## src/rtl/zbus_initiator.sv

```systemverilog
// Single-transaction bus initiator: turns a host request into a chip-select /
// strobe sequence with programmable setup, strobe and hold widths.
module zbus_initiator #(
    parameter int SETUP_CYCLES  = 1,
    parameter int STROBE_CYCLES = 4,
    parameter int HOLD_CYCLES   = 1
) (
    input  logic       clk,
    input  logic       reset_b,
    input  logic       req_valid,
    output logic       req_ready,
    input  logic       req_write,
    input  logic       req_addr,
    input  logic [7:0] req_wdata,
    output logic       rsp_valid,
    output logic [7:0] rsp_rdata,
    output logic       reg1_cs_b,
    output logic       reg2_cs_b,
    output logic       write_strobe_b,
    output logic       read_strobe_b,
    output logic [7:0] data_out,
    output logic       data_oe,
    input  logic [7:0] data_in
);

    typedef enum logic [1:0] {IDLE, SETUP, STROBE, HOLD} state_t;

    // Counter is loaded with width-1 so each phase lasts exactly its width.
    localparam logic [3:0] SETUP_LOAD  = 4'(SETUP_CYCLES - 1);
    localparam logic [3:0] STROBE_LOAD = 4'(STROBE_CYCLES - 1);
    localparam logic [3:0] HOLD_LOAD   = 4'(HOLD_CYCLES - 1);

    state_t     state_q, state_d;
    logic [3:0] cnt_q, cnt_d;
    logic       write_q, write_d;
    logic       addr_q, addr_d;
    logic       req_ready_q, req_ready_d;
    logic       rsp_valid_q, rsp_valid_d;
    logic [7:0] rsp_rdata_q, rsp_rdata_d;
    logic       reg1_cs_b_q, reg1_cs_b_d;
    logic       reg2_cs_b_q, reg2_cs_b_d;
    logic       write_strobe_b_q, write_strobe_b_d;
    logic       read_strobe_b_q, read_strobe_b_d;
    logic [7:0] data_out_q, data_out_d;
    logic       data_oe_q, data_oe_d;
    logic       active;

    always_comb begin
        state_d     = state_q;
        cnt_d       = cnt_q;
        write_d     = write_q;
        addr_d      = addr_q;
        rsp_valid_d = 1'b0;
        rsp_rdata_d = rsp_rdata_q;
        data_out_d  = data_out_q;

        case (state_q)
            IDLE: begin
                if (req_valid && req_ready_q) begin
                    state_d = SETUP;
                    cnt_d   = SETUP_LOAD;
                    write_d = req_write;
                    addr_d  = req_addr;
                    if (req_write) begin
                        data_out_d = req_wdata;
                    end
                end
            end
            SETUP: begin
                if (cnt_q == 4'd0) begin
                    state_d = STROBE;
                    cnt_d   = STROBE_LOAD;
                end else begin
                    cnt_d = cnt_q - 4'd1;
                end
            end
            STROBE: begin
                if (cnt_q == 4'd0) begin
                    state_d = HOLD;
                    cnt_d   = HOLD_LOAD;
                    // Sample on the last edge the strobe is still low.
                    if (!write_q) begin
                        rsp_rdata_d = data_in;
                    end
                end else begin
                    cnt_d = cnt_q - 4'd1;
                end
            end
            HOLD: begin
                if (cnt_q == 4'd0) begin
                    state_d     = IDLE;
                    cnt_d       = 4'd0;
                    rsp_valid_d = 1'b1;
                end else begin
                    cnt_d = cnt_q - 4'd1;
                end
            end
            default: begin
                state_d = IDLE;
                cnt_d   = 4'd0;
            end
        endcase

        // Bus pins are decoded from the next state so they change on the same edge.
        active           = (state_d != IDLE);
        reg1_cs_b_d      = !(active && !addr_d);
        reg2_cs_b_d      = !(active && addr_d);
        write_strobe_b_d = !((state_d == STROBE) && write_d);
        read_strobe_b_d  = !((state_d == STROBE) && !write_d);
        data_oe_d        = active && write_d;
        req_ready_d      = !active;
    end

    always_ff @(posedge clk) begin
        if (!reset_b) begin
            state_q          <= IDLE;
            cnt_q            <= 4'd0;
            write_q          <= 1'b0;
            addr_q           <= 1'b0;
            req_ready_q      <= 1'b0;
            rsp_valid_q      <= 1'b0;
            rsp_rdata_q      <= 8'h00;
            reg1_cs_b_q      <= 1'b1;
            reg2_cs_b_q      <= 1'b1;
            write_strobe_b_q <= 1'b1;
            read_strobe_b_q  <= 1'b1;
            data_out_q       <= 8'h00;
            data_oe_q        <= 1'b0;
        end else begin
            state_q          <= state_d;
            cnt_q            <= cnt_d;
            write_q          <= write_d;
            addr_q           <= addr_d;
            req_ready_q      <= req_ready_d;
            rsp_valid_q      <= rsp_valid_d;
            rsp_rdata_q      <= rsp_rdata_d;
            reg1_cs_b_q      <= reg1_cs_b_d;
            reg2_cs_b_q      <= reg2_cs_b_d;
            write_strobe_b_q <= write_strobe_b_d;
            read_strobe_b_q  <= read_strobe_b_d;
            data_out_q       <= data_out_d;
            data_oe_q        <= data_oe_d;
        end
    end

    assign req_ready      = req_ready_q;
    assign rsp_valid      = rsp_valid_q;
    assign rsp_rdata      = rsp_rdata_q;
    assign reg1_cs_b      = reg1_cs_b_q;
    assign reg2_cs_b      = reg2_cs_b_q;
    assign write_strobe_b = write_strobe_b_q;
    assign read_strobe_b  = read_strobe_b_q;
    assign data_out       = data_out_q;
    assign data_oe        = data_oe_q;

endmodule
```

## config.mk

```make
export PLATFORM = sky130hd
export DESIGN_NAME = zbus_initiator
export DESIGN_NICKNAME = d
export VERILOG_FILES = /design/src/rtl/zbus_initiator.sv
export SDC_FILE = /design/constraint.sdc
export NUM_CORES = 1
export LEC_CHECK = 0
export ABC_AREA = 1
export BUFFER_PORTS_ARGS = -buffer_cell sky130_fd_sc_hd__buf_2
export CAP_MARGIN = 20
export CELL_PAD_IN_SITES_DETAIL_PLACEMENT = 1
export CELL_PAD_IN_SITES_GLOBAL_PLACEMENT = 2
export CORE_MARGIN = 2
export CORE_UTILIZATION = 25
export CTS_CLUSTER_DIAMETER = 80
export DETAILED_ROUTE_END_ITERATION = 12
export GPL_ROUTABILITY_DRIVEN = 0
export PLACE_DENSITY_LB_ADDON = 0.1
export SLEW_MARGIN = 20
export SYNTH_ARGS = -nofsm -noshare
export SYNTH_HDL_FRONTEND = slang
export SYNTH_SLANG_ARGS = --single-unit
export TNS_END_PERCENT = 50
```

## constraint.sdc

```tcl
create_clock -name clk -period 1.5 [get_ports clk]
set_clock_uncertainty 0.15 [all_clocks]
set_input_delay 0.15 -clock clk [delete_from_list [all_inputs] [get_ports clk]]
set_output_delay 0.15 -clock clk [all_outputs]
set_load 0.02 [all_outputs]
```

==> Word level (Yosys, flattened, before mapping) <==
Cells that the tools add are included.
{ "classes": {"add_sub_neg": 1, "eq_ne": 5, "mux": 14, "bitwise_logic": 1, "n_reduce_logical": 20} }
{ "ops": {"columns": ["operator", "count"], "rows": [
  ["2-to-1 mux 4 bit", 3],
  ["one-hot mux 4 bit (3 select lines)", 1],
  ["2-to-1 mux 2 bit", 4],
  ["one-hot mux 2 bit (4 select lines)", 1],
  ["logical NOT 1 bit", 7],
  ["== test 2 bit, second input constant", 3],
  ["logical AND 1 bit", 6],
  ["AND reduction 3 bit", 2],
  ["2-to-1 mux 1 bit", 5],
  ["logical NOT 4 bit", 1],
  ["subtractor 4 x 1 -> 4 bit, second input constant", 1],
  ["== test 2 x 1 -> 1 bit, second input constant", 1],
  ["logical NOT 2 bit", 1],
  ["inequality test 2 bit, second input constant", 1],
  ["AND reduction 2 bit", 1],
  ["nonzero test 2 bit", 1],
  ["OR reduction 2 bit", 1],
  ["inverter 1 bit", 1]
]} }
{ "totals": {"register_bits": 31, "input_bits": 21, "output_inout_bits": 23, "elab_cells": 54} }

==> Longest topological paths before layout <==
{ "depth": {"word_depth": 6, "mapped_depth": 9, "depth_no_buf": 9} }

==> Least setup slack after synthesis <==
No wires, ideal clock.
{ "synth_timing": {"path_kind": "register to register", "startpoint": "reg req_ready_q, in the netlist req_ready", "endpoint": "reg write_strobe_b_q, in the netlist write_strobe_b", "setup_ps": 118, "arrival_ps": 1069, "required_ps": 1232, "path_slack_ps": 163, "path_stages_with_launch": 10, "path_buffers": 0, "period_less_slack_ps": 1337, "cell_sequence": "dfxtp_1 > nand2_1 > inv_1 > nand2_4 > nor2_8 > inv_4 > nand2_2 > nand2_2 > inv_2 > nand2_1"} }
{ "synth_via": {"elab_chain_len": 6, "word_cells_on_any_way": 8, "classes_between": "eq/ne (1); mux (4); reduce/logical (3)"} }
{ "synth_lines": {"columns": ["item", "line_no", "source"], "rows": [
  ["start: declaration", "37", "logic req_ready_q, req_ready_d;"],
  ["start signal: assignment", "134", "req_ready_q <= req_ready_d;"],
  ["logical AND 1 bit *", "59", "if (req_valid && req_ready_q) begin"],
  ["2-to-1 mux 2 bit", "59", null],
  ["one-hot mux 2 bit (4 select lines)", "57", "case (state_q)"],
  ["== test 2 bit", "108", "write_strobe_b_d = !((state_d == STROBE) && write_d);"],
  ["logical AND 1 bit *", "108", null],
  ["logical NOT 1 bit *", "108", null],
  ["end signal: assignment", "139", "write_strobe_b_q <= write_strobe_b_d;"],
  ["end: declaration", "42", "logic write_strobe_b_q, write_strobe_b_d;"]
]} }
Every way passes the cells marked *; elsewhere a longest branch is shown, timed or not.
A chain may end at the register's enable or synchronous reset.

==> Final worst setup path <==
{ "layout_timing": {"startpoint": "reg cnt_q[1]", "endpoint": "reg rsp_rdata_q[7], in the netlist rsp_rdata[7]"} }
{ "layout_via": {"elab_chain_len": 2} }
{ "layout_lines": {"columns": ["item", "line_no", "source"], "rows": [
  ["start: declaration", "34", "logic [3:0] cnt_q, cnt_d;"],
  ["start signal: assignment", "131", "cnt_q <= cnt_d;"],
  ["logical NOT 4 bit", "78", "if (cnt_q == 4'd0) begin"],
  ["AND reduction 3 bit (no line)", null, null],
  ["end signal: assignment", "136", "rsp_rdata_q <= rsp_rdata_d;"],
  ["end: declaration", "39", "logic [7:0] rsp_rdata_q, rsp_rdata_d;"]
]} }
Every way passes these cells.

==> out/results.env <==
RUN_STATUS='completed'
HOLD_VIOL=0
GR-TOTAL-OVERFLOW=0
POSTSYNTHNETCOUNT=192
FINALSETUPVIOLATIONS=0
CTS.SINKS=31
MAX_SLEW.WORST_PIN.SLEW_PS=282.4
SHARE_CLK_OF_TOTAL_POWER_PCT=22.7
REGTOREGSTARTPOINT='cnt_q[1]'
TOTAL_OF_MAX_CAP_VIOLATIONS=0
FIRST_GLOBAL_VIAS=1299
RR_ENDPOINT='rsp_rdata[7]'
CTS_TREE='yes'
DETAIL_ROUTE_ANTENNA_NETS=0
PLEAK_nW=0.9397
DRT_PRE_ANTENNA_ITERS=4
TOP_LEVEL_PORTS=44
CRITICAL_PATH.STARTPOINT_TYPE='flip-flop'
GRT_SETUP_UNREPAIRED='false'
FF2FF_PATH_DEPTH=7
CTS_MAX_PATH_BUFFERS=2
PERIOD_SHARE_PCT=92.45
INSERTEDDIODECOUNT=0
SYNTH.YOSYS.WARNINGS=0
SYNTH_AREA_PER_CELL_UM2=7.302
DIE_HEIGHT_UM=74.68
MAXSLEWVIOLCOUNT=0
YS_SEQ_AREA_SHARE_PCT=49.70
ROUTE.DETAILED.VIAS_PER_INST=4.207
RELSLEWSLACK_PCT=81.16
DRC=0
LAYOUT.NETS=253
GR-USAGE-MET3_PCT=4.418
POWER_DENSITY_RELATIVE_TO_CELL_AREA_mW_PER_MM2=1668
P_SWITCHING_mW=1.133
LAYOUT-DRIVE-GT1-SHARE_PCT=29.74
DP_CELLS=281
CTS_ROOT_BUF='sky130_fd_sc_hd__clkbuf_8'
TIMING.CRITICAL_PATH.ARRIVAL_PS=1410
INITIAL_UTILIZATION_PCT=26.26
GRT_FIRST_PASS_WIRELENGTH_UM=5685
INTERNAL_POWER_OF_THE_CELLS_mW=1.791
GLOBAL_ROUTE.USAGE.MET1_PCT=14.85
CLK_PIN_SLEW_PS=70
PATH_MAX_FANOUT=6
LAYOUT_COMMON_CELLS='sky130_fd_sc_hd__nor2_1, sky130_fd_sc_hd__buf_2, sky130_fd_sc_hd__nand2_1'
SYNTHESIS.AREA_MM2=0.001249
CLOCK_TREE.HTREE_LEVEL_COUNT=2
IR_WORST_VDD_mV=0.5320
POST_SYNTH_INST_COUNT=171
POWER.SHARE.SEQUENTIAL_PCT=38.4
NUM_VIAS=1258
PATH_CLASS='reg2reg'
INSTANCES_NO_FILL=299
TOP_USAGE_LAYER='met2'
GRT_USAGE_PCT=13.68
FINAL_DESIGN_AREA_NO_FILL_MM2=0.001753
GRT_ANTENNA_BEFORE_REPAIR=0
WORST_HOLD_SLACK_PS=11.82
CTS_INSERTED_BUFFERS=5
DP_HPWL_UM=2552
LAYOUT-AREA-OVERHEAD-VS-SYNTH_PCT=40.38
DETAIL_ROUTE.WIRELENGTH_UM=3367
HORIZONTAL_DIE_DIMENSION_UM=74.68
COMBINATIONAL_SHARE_OF_POWER_PCT=38.9
RRSETUPSLACK_PS=110
GROUTE.LAYER.MET2.USAGE_PCT=23.80
WIRE_PER_INST_UM=11.26
POSTSYNTHREGISTERBITS=31
CELL_VARIETY_AFTER_SYNTH=21
CLOCK_INSERTION_DELAY_WORST_SKEW_PS=280
NETSWITCHINGFRACTION_PCT=38.75
TIMING.FMAX_MHz=721.1
CORE_REGION_AREA_MM2=0.004755
CRITICAL_PATH.ENDPOINT_TYPE='flip-flop'
CP_DATA_REQUIRED_TIME_PS=1530
GRT_MAX_DEGREE=13
WORST_HOLD_PATH_TYPE='in2reg'
DRT_ITER0_MARKERS=28
BUFFER_PORTS.INSERTED=43
WORST_MIN_DELAY_PATH_ENDPOINT='rsp_rdata[5]'
DIE-AREA_MM2=0.005576
REPORT.POWER.TOTAL_mW=2.924
WHS_PATH_DEPTH=5
HP-START='data_in[5]'
PLACEMENTROWS=25
POST_CTS_RESIZED=0
FINAL_PERIOD_MINUS_WORST_SETUP_SLACK_PS=1387
PLACE_AREA_MM2=0.001550
[final cells by class]
class                           count  area, µm²
Inverter                           24      92.59
Fill cell                         616       3002
Multi-Input combinational cell    113      515.5
Clock inverter                      1      5.005
Timing Repair Buffer               57      352.8
Clock buffer                        6      82.58
Sequential cell                    31      620.6
Tap cell                           67      83.83
[registers in the layout (all words and copies together), names as in the netlist]
| register | flops |
|---|---|
| data_out | 8 |
| rsp_rdata | 8 |
| cnt_q | 4 |
| state_q | 2 |
| addr_q | 1 |
| data_oe | 1 |
| read_strobe_b | 1 |
| reg1_cs_b | 1 |
| reg2_cs_b | 1 |
| req_ready | 1 |
| rsp_valid | 1 |
| write_q | 1 |
| write_strobe_b | 1 |
[cells by family after synthesis]
kind of cell / count (synthesis) / share of synthesized area, %
buffers and inverters: 27 / 9.018
AO/OA/AOI/OAI: 14 / 5.611
flip-flops: 31 / 49.70
AND/OR/NAND/NOR: 99 / 35.67
[layer usage]
metal  part of all wire, %  up-vias  wire [µm]
met5                     0        -          0
met4                   2.9        0         99
met3                   5.6       11        190
met2                    50       39       1699
met1                    41      572       1378
li1                      -      636          -
[repair_timing]
item | CTS | global route
pin swaps | 1 | 2
hold buffers | 8 | 0
setup buffers | 2 | 1
endpoints found under the setup margin | 2 | 2
hold endpoints to repair | 8 | 0
[through the flow]
| step | util [%] | TNS [ps] | worst slack [ps] |
|---|---|---|---|
| after global placement | 32.61 | 0 | 84.59 |
| after CTS | 36.71 | 0 | 93.15 |
| after detailed placement | 32.61 | -1.407 | -1.407 |
| after floorplan | - | 0 | 162.8 |
| final | 36.87 | 0 | 113.3 |
| after global routing | 36.87 | 0 | 3.732 |
[worst max path at each step]
stage                   start             end  cells after the start
floorplan           req_ready  write_strobe_b                      9
global placement     cnt_q[0]    rsp_rdata[5]                      6
detailed placement   cnt_q[0]    rsp_rdata[0]                      6
CTS                  cnt_q[0]    rsp_rdata[7]                      7
global route         cnt_q[1]   read_strobe_b                      6
finish               cnt_q[1]    rsp_rdata[7]                      7
[power by group through the flow]
stage | Combinational [mW] | Clock [mW] | Sequential (mW)
after global routing | 1.29 | 0.730 | 1.15
after detailed placement | 1.06 | 0 | 1.15
after floorplan | 0.579 | 0 | 1.30
after global placement | 1.04 | 0 | 1.13
final | 1.14 | 0.662 | 1.12
after CTS | 1.13 | 0.695 | 1.13
[synthesized netlist by cell type]
master                     number  share of area [%]
sky130_fd_sc_hd__nand3_1        4                1.6
sky130_fd_sc_hd__and3_1         1               0.50
sky130_fd_sc_hd__nor2_1        43                 13
sky130_fd_sc_hd__nand2_2        2                1.0
sky130_fd_sc_hd__inv_1         21                6.3
sky130_fd_sc_hd__nor3_1         1               0.40
sky130_fd_sc_hd__inv_4          1               0.50
sky130_fd_sc_hd__o21ai_0       10                4.0
sky130_fd_sc_hd__buf_1          1               0.30
sky130_fd_sc_hd__dfxtp_1       31                 50
sky130_fd_sc_hd__a21oi_1        4                1.6
sky130_fd_sc_hd__nor2_2         2                1.0
sky130_fd_sc_hd__nand2_4        1               0.90
sky130_fd_sc_hd__nor2_8         1                1.6
sky130_fd_sc_hd__nor2_4         3                2.7
sky130_fd_sc_hd__buf_6          1               0.90
sky130_fd_sc_hd__inv_2          2               0.60
sky130_fd_sc_hd__nand3_2        1               0.80
sky130_fd_sc_hd__nand2_1       39                 12
sky130_fd_sc_hd__nand4_1        1               0.50
sky130_fd_sc_hd__clkbuf_2       1               0.40
[worst max-delay path, cell delays in order (launching register included)]
cell and delay, ps:
sky130_fd_sc_hd__dfxtp_1 350, sky130_fd_sc_hd__nor2_4 190, sky130_fd_sc_hd__nand3_2 150, sky130_fd_sc_hd__nor2_4 140, sky130_fd_sc_hd__buf_4 150, sky130_fd_sc_hd__nand2_1 50
sky130_fd_sc_hd__nand2_1 50, sky130_fd_sc_hd__nor2_1 50
Power figures use the tool's default switching activity.
